--- config.mk ---
export PLATFORM = sky130hd
export DESIGN_NAME = uart_tx_fifo
export DESIGN_NICKNAME = d
export VERILOG_FILES = /design/src/rtl/uart_tx_fifo.sv
export SDC_FILE = /design/constraint.sdc
export NUM_CORES = 1
export LEC_CHECK = 0
export CORE_MARGIN = 2
export CORE_UTILIZATION = 50
export CTS_CLUSTER_DIAMETER = 100
export DETAILED_ROUTE_END_ITERATION = 6
export PLACE_DENSITY = 0.67
export SLEW_MARGIN = 20
export SYNTH_ARGS = -nofsm -noshare
export SYNTH_HDL_FRONTEND = slang
export SYNTH_SLANG_ARGS = --single-unit
--- constraint.sdc ---
create_clock -name iCLK -period 3.75 [get_ports iCLK]
set_clock_uncertainty 0.05 [all_clocks]
set_input_delay 0.9375 -clock iCLK [delete_from_list [all_inputs] [get_ports iCLK]]
set_output_delay 0.9375 -clock iCLK [all_outputs]
set_load 0.1 [all_outputs]
--- src/rtl/uart_tx_fifo.sv ---
// UART transmitter fed by a first-word-fall-through byte FIFO with a valid/ready input.
// Line outputs are registered one cycle behind the FSM, so tx, busy and frame_done stay aligned.
module uart_tx_fifo #(
    parameter int CLK_HZ     = 50_000_000,
    parameter int BAUD       = 115200,
    parameter int DATA_BITS  = 8,
    parameter int PARITY     = 0,
    parameter int STOP_BITS  = 1,
    parameter int FIFO_DEPTH = 16
) (
    input  logic                          iCLK,
    input  logic                          RST_n,
    input  logic                          tx_en,
    input  logic [DATA_BITS-1:0]          din,
    input  logic                          din_valid,
    output logic                          din_ready,
    output logic                          tx,
    output logic                          busy,
    output logic                          frame_done,
    output logic [$clog2(FIFO_DEPTH):0]   fifo_level
);

    localparam int DIV = CLK_HZ / BAUD;
    localparam int AW  = $clog2(FIFO_DEPTH);
    localparam int CW  = (DIV > 2) ? $clog2(DIV) : 1;
    localparam int BW  = $clog2(DATA_BITS);

    localparam logic [CW-1:0] BAUD_LAST  = CW'(DIV - 1);
    localparam logic [CW-1:0] CNT_ONE    = CW'(1);
    localparam logic [BW-1:0] DATA_LAST  = BW'(DATA_BITS - 1);
    localparam logic [BW-1:0] STOP_LAST  = BW'(STOP_BITS - 1);
    localparam logic [BW-1:0] BIT_ONE    = BW'(1);
    localparam logic [AW-1:0] PTR_ONE    = AW'(1);
    localparam logic [AW:0]   LEVEL_ONE  = (AW + 1)'(1);
    localparam logic [AW:0]   FULL_LEVEL = (AW + 1)'(FIFO_DEPTH);

    typedef enum logic [2:0] {
        S_IDLE,
        S_START,
        S_DATA,
        S_PARITY,
        S_STOP
    } state_t;

    logic [DATA_BITS-1:0] mem [FIFO_DEPTH];
    logic [AW-1:0]        wr_ptr;
    logic [AW-1:0]        rd_ptr;
    logic [AW:0]          level;
    logic                 push;
    logic                 pop;

    state_t               state;
    state_t               state_n;
    logic [CW-1:0]        baud_cnt;
    logic [CW-1:0]        baud_n;
    logic [BW-1:0]        bit_cnt;
    logic [BW-1:0]        bit_n;
    logic [DATA_BITS-1:0] shift;
    logic [DATA_BITS-1:0] shift_n;
    logic                 par_bit;
    logic                 par_n;
    logic                 bit_end;
    logic                 can_start;
    logic                 last_stop;
    logic                 line_bit;
    logic                 tx_q;
    logic                 busy_q;
    logic                 done_q;

    assign din_ready  = (level != FULL_LEVEL);
    assign push       = din_valid & din_ready;
    assign fifo_level = level;
    assign tx         = tx_q;
    assign busy       = busy_q;
    assign frame_done = done_q;

    // Storage is not reset; only the pointers and level define what is valid.
    always_ff @(posedge iCLK) begin
        if (push) begin
            mem[wr_ptr] <= din;
        end
    end

    always_ff @(posedge iCLK) begin
        if (!RST_n) begin
            wr_ptr <= '0;
            rd_ptr <= '0;
            level  <= '0;
        end else begin
            if (push) begin
                wr_ptr <= wr_ptr + PTR_ONE;
            end
            if (pop) begin
                rd_ptr <= rd_ptr + PTR_ONE;
            end
            case ({push, pop})
                2'b10:   level <= level + LEVEL_ONE;
                2'b01:   level <= level - LEVEL_ONE;
                default: level <= level;
            endcase
        end
    end

    always_comb begin
        state_n   = state;
        baud_n    = baud_cnt;
        bit_n     = bit_cnt;
        shift_n   = shift;
        par_n     = par_bit;
        pop       = 1'b0;
        last_stop = 1'b0;
        line_bit  = 1'b1;
        bit_end   = (baud_cnt == BAUD_LAST);
        can_start = tx_en && (level != '0);

        if (state != S_IDLE) begin
            baud_n = bit_end ? '0 : baud_cnt + CNT_ONE;
        end

        case (state)
            S_IDLE: begin
                baud_n = '0;
                if (can_start) begin
                    pop     = 1'b1;
                    state_n = S_START;
                end
            end
            S_START: begin
                line_bit = 1'b0;
                if (bit_end) begin
                    state_n = S_DATA;
                    bit_n   = '0;
                end
            end
            S_DATA: begin
                line_bit = shift[0];
                if (bit_end) begin
                    shift_n = shift >> 1;
                    if (bit_cnt == DATA_LAST) begin
                        bit_n   = '0;
                        state_n = (PARITY != 0) ? S_PARITY : S_STOP;
                    end else begin
                        bit_n = bit_cnt + BIT_ONE;
                    end
                end
            end
            S_PARITY: begin
                line_bit = par_bit;
                if (bit_end) begin
                    state_n = S_STOP;
                end
            end
            S_STOP: begin
                line_bit = 1'b1;
                if (bit_end) begin
                    if (bit_cnt == STOP_LAST) begin
                        last_stop = 1'b1;
                        // Back-to-back frames: pop straight into START with no idle bit.
                        if (can_start) begin
                            pop     = 1'b1;
                            state_n = S_START;
                        end else begin
                            state_n = S_IDLE;
                        end
                    end else begin
                        bit_n = bit_cnt + BIT_ONE;
                    end
                end
            end
            default: begin
                state_n = S_IDLE;
            end
        endcase

        if (pop) begin
            shift_n = mem[rd_ptr];
            par_n   = (PARITY == 2) ? ~(^mem[rd_ptr]) : (^mem[rd_ptr]);
            baud_n  = '0;
            bit_n   = '0;
        end
    end

    always_ff @(posedge iCLK) begin
        if (!RST_n) begin
            state    <= S_IDLE;
            baud_cnt <= '0;
            bit_cnt  <= '0;
            shift    <= '0;
            par_bit  <= 1'b0;
            tx_q     <= 1'b1;
            busy_q   <= 1'b0;
            done_q   <= 1'b0;
        end else begin
            state    <= state_n;
            baud_cnt <= baud_n;
            bit_cnt  <= bit_n;
            shift    <= shift_n;
            par_bit  <= par_n;
            tx_q     <= line_bit;
            busy_q   <= (state != S_IDLE);
            done_q   <= last_stop;
        end
    end

endmodule
==> impl_metrics.env <==
export IMPL_first_iter_violations=251
export IMPL_timing_final_crit_share_pct=88.48
export IMPL_cts_repair_resize_count=0
export IMPL_synthesis_instances=464
export IMPL_grt_overflow_total=0
export IMPL_cellPowerDensity_nw_per_um2=677.0
export IMPL_synthArstFlopShare_pct=0
export IMPL_setup_total_negative_slack_ns=0
export IMPL_syn_avg_cell_area_um2=15.27
export IMPL_place_gp_congestion=0.7959
export IMPL_synth_enable_flop_cells=128
export IMPL_route_detailed_vias_per_inst=5.542
export IMPL_yosys_warnings=0
export IMPL_synthMostInstantiatedCell="sky130_fd_sc_hd__edfxtp_1"
export IMPL_tightestPinTransition_ns=0.9647
export IMPL_yosys_area_top_type_share_pct=54.27
export IMPL_firstDrtPassIters=5
export IMPL_io_buffers=20
export IMPL_run_status="finished, final reports clean"
export IMPL_drt_total_wl_mm=13.24
export IMPL_cts_reportedPaths_clkPinSlew_ns=0.07
export IMPL_cp_buffers_inverters=1
export IMPL_fmax_ghz=0.3014
export IMPL_final_nets=524
export IMPL_synthTopCellsByCount="sky130_fd_sc_hd__edfxtp_1 (128), sky130_fd_sc_hd__dfxtp_1 (44), sky130_fd_sc_hd__nand2_1 (35), sky130_fd_sc_hd__mux4_2 (32), sky130_fd_sc_hd__nor2_1 (31)"
export IMPL_via_count_of_the_first_global_routing_pass=3997
export IMPL_synthesis_area_um2=7083
export IMPL_post_synth_top_area_cell="sky130_fd_sc_hd__edfxtp_1"
export IMPL_setup_violations=0
export IMPL_grtUsageTotal_pct=19.44
export IMPL_holdCritPathClass="flop to flop"
export IMPL_slew_violations=0
export IMPL_synth_seq_area_share_pct=66.70
export IMPL_path_max_fanout=9
export IMPL_grt_max_degree=33
export IMPL_numCtsBuffers=17
export IMPL_max_stage_delay_ns=0.46
export IMPL_ff_latch_area_um2=4732
export IMPL_ratio_of_cells_with_drive_above_1_in_the_final_layout_pct=19.14
export IMPL_final_period_minus_worst_setup_slack_ns=3.318
export IMPL_die_width_um=123.0
export IMPL_static_leakage_power_nw=2.804
export IMPL_route_vias_total=3835
export IMPL_place_detailed_hpwl_mm=8.369
export IMPL_ant_nets=0
export IMPL_vdd_ir_drop_worst_uv=456.2
export IMPL_cts_root_buf="sky130_fd_sc_hd__clkbuf_16"
export IMPL_dieArea_um2=15130
export IMPL_ioPinCount=21
export IMPL_remaining_routing_drc_violations=0
export IMPL_whs_ns=0.4398
export IMPL_postSynthRegisterBits=172
export IMPL_placeableCoreArea_um2=13880
export IMPL_count_of_standard_cell_rows=43
export IMPL_critPathCaptureType="flop"
export IMPL_area_growth_syn_to_layout_pct=15.35
export IMPL_diodes=0
export IMPL_cpLargestDelayFamily="simple AND/OR/NAND/NOR gates"
export IMPL_ctsHtreeMaxLevel=4
export IMPL_crit_required_ns=4.02
export IMPL_hold_viol_final=0
export IMPL_postSynth_topFlopCell="sky130_fd_sc_hd__edfxtp_1"
export IMPL_fillerInstances=1067
export IMPL_cts_stage_hold_buffer_count=0
export IMPL_grt_first_pass_wirelength_mm=21.32
export IMPL_rsz0062_at_grt="no"
export IMPL_crit_path_start_kind="flop"
export IMPL_multiInputGateArea_um2=2206
export IMPL_cp_data_arrival_time_ns=3.59
export IMPL_cap_viol_max_count=0
export IMPL_timing_worst_setup_path_type="flop to flop"
export IMPL_post_cts_setup_buffers=0
export IMPL_max_clock_path_buffers=2
export IMPL_critical_path_most_common_cell="sky130_fd_sc_hd__ha_1"
export IMPL_tritoncts="built"
export IMPL_max_slew_headroom_pct=35.48
export IMPL_clk_insertion_delay_late_ns=0.42
export IMPL_initial_core_util_pct=51.03
export IMPL_slowest_stage="sky130_fd_sc_hd__or4_1"
export IMPL_cts_sinks=172
export IMPL_synth_cell_type_count=42
export IMPL_synth_nets=489
export IMPL_dieHeight_um=123.0
export IMPL_worstPathCellList="ha_1 > nand4_1 > or4_1 > or2_1 > a21o_1 > clkinv_2 > ha_1 > xor2_1 > ha_1 > nor2b_1 > a22oi_1 > o22ai_1 > nand2b_1 > a21oi_1 > xor2_1 > and2_1"
export IMPL_antenna_found_initial=0
export IMPL_synth_area_leaders="sky130_fd_sc_hd__edfxtp_1 (54%), sky130_fd_sc_hd__dfxtp_1 (12%), sky130_fd_sc_hd__mux4_2 (10%), sky130_fd_sc_hd__ha_1 (2.3%), sky130_fd_sc_hd__xnor2_1 (2.2%)"
export IMPL_post_drt_wl_per_cell_um=19.13
-- where the power goes --
group,switching (mW),internal (mW)
clock,0.774,1.01
combinational,0.795,0.622
sequential,0.146,2.19
total,1.71,3.82
-- area by class of cell --
cell class | instances | area share, %
Timing Repair Buffer | 41 | 4.441
Clock inverter | 15 | 2.205
Clock buffer | 17 | 5.207
Tap cell | 180 | 2.757
Inverter | 10 | 0.4747
Multi-Input combinational cell | 257 | 27.00
Sequential cell | 172 | 57.92
-- metal layers --
layer,share of wire [%],GRT usage (%),up-vias
li1,-,-,1819
met1,44,25.66,1927
met2,51,32.22,77
met3,4.0,4.889,12
met4,1.2,5.469,0
met5,0,0,-
-- final timing paths --
check | from | endpoint | depth (start not counted) | slack, ns
worst max-delay path | baud_cnt[0] | fifo_level[4] | 16 | 0.43
worst min-delay path | baud_cnt[0] | baud_cnt[0] | 1 | 0.44
worst max register to register | baud_cnt[0] | fifo_level[4] | 16 | 0.43
worst min register to register | baud_cnt[0] | baud_cnt[0] | 1 | 0.44
-- sequential cells by signal, indices dropped and copies added, names as in the netlist, 3 cells and up, named ones only --
name	count
mem	128
baud_cnt	9
shift	8
fifo_level	5
rd_ptr	4
wr_ptr	4
bit_cnt	3
state	3
-- stage by stage --
step / std cells / cell area, um^2 / setup slack, ns / total power, mW / utilization (%)
after floorplan: 464 / 7098 / 0.05510 / 3.484 / -
after global placement: 660 / 7565 / 0.4451 / 3.777 / 54.50
after detailed placement: 660 / 7565 / 0.3592 / 3.805 / 54.50
after CTS: 692 / 8170 / 0.4080 / 5.588 / 58.86
after global routing: 692 / 8170 / 0.1037 / 5.812 / 58.86
final: 692 / 8170 / 0.4321 / 5.532 / 58.86
-- logic make-up after synthesis --
logic type	count (synthesis)	share of synthesized area, %
xor gates and xnor gates	25	3.091
buffers and inverters	35	2.279
DFF	172	66.70
muxes	42	11.59
adders and majority gates	13	2.296
and+or+nand+nor	127	8.974
AOI/OAI and AO/OA	50	5.070
-- placed cells by master, fill, tap and decap left out, types with 13 or more instances in the layout --
cell type	synthesis	layout
sky130_fd_sc_hd__and2_1	13	13
sky130_fd_sc_hd__clkbuf_16	0	17
sky130_fd_sc_hd__ha_1	13	13
sky130_fd_sc_hd__buf_4	3	23
sky130_fd_sc_hd__dfxtp_1	44	38
sky130_fd_sc_hd__clkdlybuf4s50_1	0	17
sky130_fd_sc_hd__xnor2_1	18	18
sky130_fd_sc_hd__a22oi_1	17	17
sky130_fd_sc_hd__edfxtp_1	128	128
sky130_fd_sc_hd__nor2_1	31	31
sky130_fd_sc_hd__mux4_2	32	32
sky130_fd_sc_hd__nand2_1	35	34
Power figures use the tool's default switching activity.
==> variant 1: new RTL, same flow settings <==
Reset style: asynchronous (`RST_n`), changed in 2 clocked blocks.
--- a/src/rtl/uart_tx_fifo.sv
+++ b/src/rtl/uart_tx_fifo.sv
@@ -81,7 +81,7 @@
         end
     end
 
-    always_ff @(posedge iCLK) begin
+    always_ff @(posedge iCLK or negedge RST_n) begin
         if (!RST_n) begin
             wr_ptr <= '0;
             rd_ptr <= '0;
@@ -180,7 +180,7 @@
         end
     end
 
-    always_ff @(posedge iCLK) begin
+    always_ff @(posedge iCLK or negedge RST_n) begin
         if (!RST_n) begin
             state    <= S_IDLE;
             baud_cnt <= '0;
Check against the original RTL: differs if RST_n is asserted again (counterexample within 4 cycles, from zero or initial values and one cycle with RST_n low); with RST_n held inactive, the same outputs for 10 cycles.
==> variant 1 against the unedited design <==
Area after synthesis is 0.30% lower. Sequential share of layout area rose by 1.6 points. Critical path type unchanged. Final area shrank 0.25%. Worst setup slack better by 0.067 ns. Maximum frequency is 2.1% higher. Sequential cell count decreased by 4. Die area shrank 0.29%. First-iteration DRC count rose by 20%. Global-route usage grew 0.24 points. Wire length decreased by 1.2%.
Power is not compared: it rests on default switching activity, and its combinational part moved more than twofold at a synthesized area within 25%.
==> variant 1: results (changes against the unedited design) <==
[worst_setup_path]
r2r_cells = 18  ; +2
crit_family = adder cells
cp_slowest_stage_delay_ns = 0.39  ; -0.07 ns
cp-startpoint = baud_cnt[1]
cp_slowest_cell = dfrtp_1
cp_max_fo = 8  ; -1
r2r_setup_slack_ns = 0.50  ; +0.07 ns
cp.arrival_ns = 3.51  ; -0.08 ns

[detailed_routing]
via_count = 3709  ; -3.3%
wl_met3_um = 549  ; +5.0%
wirelength_mm = 13.1  ; -1.2%
first_pass_iters = 4  ; -1
dr_wl_met2_mm = 6.55  ; -2.4%
drtIter0Drc = 302  ; +20%
drt-met1-wl_mm = 5.73  ; -2.1%

[finish]
instances_no_fill = 663  ; -4.2%
nFillCells = 1024  ; -4.0%
nNetsFinal = 496  ; -5.3%
reg_top3 = mem (128), baud_cnt (9), shift (8)
drive_gt1_share_pct = 21.5  ; +2.4 points

[logic_synthesis]
ys_top_cells_by_count = edfxtp_1, dfrtp_1, nand2_1
yosys.area_share.adder_pct = 2.48  ; +0.18 points
ys_seq_area_share_pct = 68.6  ; +1.9 points
ys_top_cells_by_area = edfxtp_1, dfrtp_1, mux4_2
synthMuxAreaShare_pct = 12.4  ; +0.80 points
synth_compound_area_share_pct = 4.18  ; -0.89 points
synth.distinct_cells = 51  ; +21%
synth_nets = 454  ; -7.2%
syn_area_per_cell_sq_um = 16.5  ; +8.1%
synth_xor_area_share_pct = 3.30  ; +0.20 points

[placement]
placed_cell_area_sq_mm = 0.00756  ; -0.12%
gp_congestion = 0.827  ; +3.9%
dpl.cell_count = 631  ; -4.4%
hpwl_mm = 8.51  ; +1.7%
pre_cts_ws_ns = 0.413  ; +0.0541 ns

[cts]
clockBufferDepth = 2  ; unchanged
cts_setup_buffers = 0  ; unchanged

[global_routing]
first_global_vias = 3827  ; -4.3%
met1_usage_pct = 26.1  ; +0.46 points
grt_pass1_wl_mm = 21.0  ; -1.4%
gr-usage-met2_pct = 31.1  ; -1.1 points
grtUsageMet3_pct = 5.76  ; +0.87 points

[min_path]
min-delay-start = baud_cnt[0]
hold_end = baud_cnt[0]

[sta]
slew_headroom_pct = 35.9  ; +0.43 points
hold_ws_ns = 0.438  ; -0.00131 ns

[status]
status = complete, no violations

[variant 1: cell count changes in the layout (fill, tap and decap cells not counted), sizes merged, moves of 4 or more]
cell	before	now
a22oi	17	6
and2	13	4
buf	24	30
dfrtp	0	39
dfxtp	44	0
mux2i	10	6
nor2b	10	5
o211a	8	0
o21ai	5	13
xnor2	18	14
[variant 1: layout make-up]
type / instances / area, sq um / area share [%]
clock inverters: 15 / 169 / 2.07
clock buffers: 17 / 425 / 5.22
repair buffers: 44 / 375 / 4.61
well taps: 180 / 225 / 2.76
multi-input cells: 230 / 2070 / 25.4
inverters: 9 / 33.8 / 0.414
flip-flops and latches: 168 / 4850 / 59.6
[variant 1: power groups by stage]
stage	clock (mW)	combinational [mW]	sequential [mW]
final	1.76	0.705	2.32
after global routing	1.89	0.770	2.34
after CTS	1.79	0.716	2.32
after detailed placement	0	0.715	2.36
after global placement	0	0.704	2.34
after floorplan	0	0.335	2.50
==> variant 2: new RTL, same settings <==
Without the edit above. Change the parameter `PARITY` from 0 to 1.
--- a/src/rtl/uart_tx_fifo.sv
+++ b/src/rtl/uart_tx_fifo.sv
@@ -4,7 +4,7 @@
     parameter int CLK_HZ     = 50_000_000,
     parameter int BAUD       = 115200,
     parameter int DATA_BITS  = 8,
-    parameter int PARITY     = 0,
+    parameter int PARITY     = 1,
     parameter int STOP_BITS  = 1,
     parameter int FIFO_DEPTH = 16
 ) (
Formal check against the unedited RTL: no difference found for any inputs over 10 cycles, from zero or initial values and one cycle with RST_n low; that may be too few to reach the edited logic, so the function may still have changed.
==> variant 2 against the unedited design <==
Worst setup slack improved by 0.12 ns. Final cell count is 0.72% higher. Synthesized cell count increased by 1.3%. Area after synthesis up 1.8%. Wire length decreased by 0.79%. Final area increased by 0.46%. Power down 7.0%. Largest cell class unchanged. Sequential cell count unchanged.
==> variant 2: results (changes against the unedited design) <==
[min_path]
min-delay-start = bit_cnt[2]
whs_path_depth = 2  ; +1
hold_end = bit_cnt[2]

[finish]
nFillCells = 1071  ; +0.37%
nNetsFinal = 530  ; +1.1%
drive_gt1_share_pct = 16.2  ; -2.9 points

[placement]
dpl.cell_count = 666  ; +0.91%
pre_cts_ws_ns = 0.137  ; -0.223 ns

[worst_setup_path]
cp.arrival_ns = 3.47  ; -0.12 ns
cp_slowest_stage_delay_ns = 0.56  ; +0.10 ns
cp_max_fo = 4  ; -5
crit_family = compound AO/OA/AOI/OAI gates
cp_slowest_cell = a2111o_1

[logic_synthesis]
syn_area_per_cell_sq_um = 15.3  ; +0.50%
synthMuxAreaShare_pct = 11.6  ; +0.038 points
synth_compound_area_share_pct = 4.96  ; -0.11 points
synth_nets = 495  ; +1.2%
synth_xor_area_share_pct = 3.16  ; +0.067 points
synth.distinct_cells = 49  ; +17%
ys_top_cells_by_area = edfxtp_1, dfxtp_1, mux4_2

[status]
status = complete, no violations

[sta]
hold_ws_ns = 0.437  ; -0.00319 ns

[detailed_routing]
first_pass_iters = 6  ; +1
wire_per_inst_um = 18.8  ; -1.5%

[global_routing]
first_global_vias = 3835  ; -4.1%

==> variant 2: cell types whose count changed in the layout (fill, tap and decap cells not counted), sizes merged, moves of 3 or more <==
cell | unedited run | this run
and2 | 13 | 23
clkinv | 6 | 2
nand3 | 8 | 1
nand3b | 1 | 4
nor2b | 10 | 6
nor3 | 8 | 5
o211a | 8 | 1
o21ai | 5 | 12
==> variant 2: layout make-up <==
class	instances	area, sq um	share of cell area (%)
inverters	10	45.0	0.549
repair buffers	41	368	4.48
flip-flops and latches	172	4740	57.8
clock buffers	18	429	5.23
well taps	180	225	2.74
clock inverters	13	129	1.57
multi-input cells	263	2270	27.7
==> variant 2: layer usage <==
layer	vias up	GRT usage, %	part of all wire, %
met4	0	6.53	1.5
met3	11	5.17	4.2
li1	1855	-	-
met1	1926	25.3	46
met5	-	0	0
met2	63	30.4	49
==> variant 2: worst max-delay path by stage <==
stage                  start            end  slack [ns]
2_1_floorplan  fifo_level[2]  fifo_level[4]       0.004
3_3_place_gp           tx_en  fifo_level[4]        0.21
3_5_place_dp           tx_en  fifo_level[4]        0.14
4_1_cts           bit_cnt[0]  fifo_level[4]        0.56
5_1_grt           bit_cnt[0]  fifo_level[4]        0.31
6_report          bit_cnt[0]  fifo_level[4]        0.55
==> variant 2: report_power, final <==
part | leakage, nW | switching [mW] | total, mW | internal, mW
Clock | 0.264 | 0.741 | 1.67 | 0.925
Sequential | 1.52 | 0.0922 | 2.26 | 2.17
Combinational | 0.957 | 0.716 | 1.22 | 0.503
Total | 2.74 | 1.55 | 5.14 | 3.59
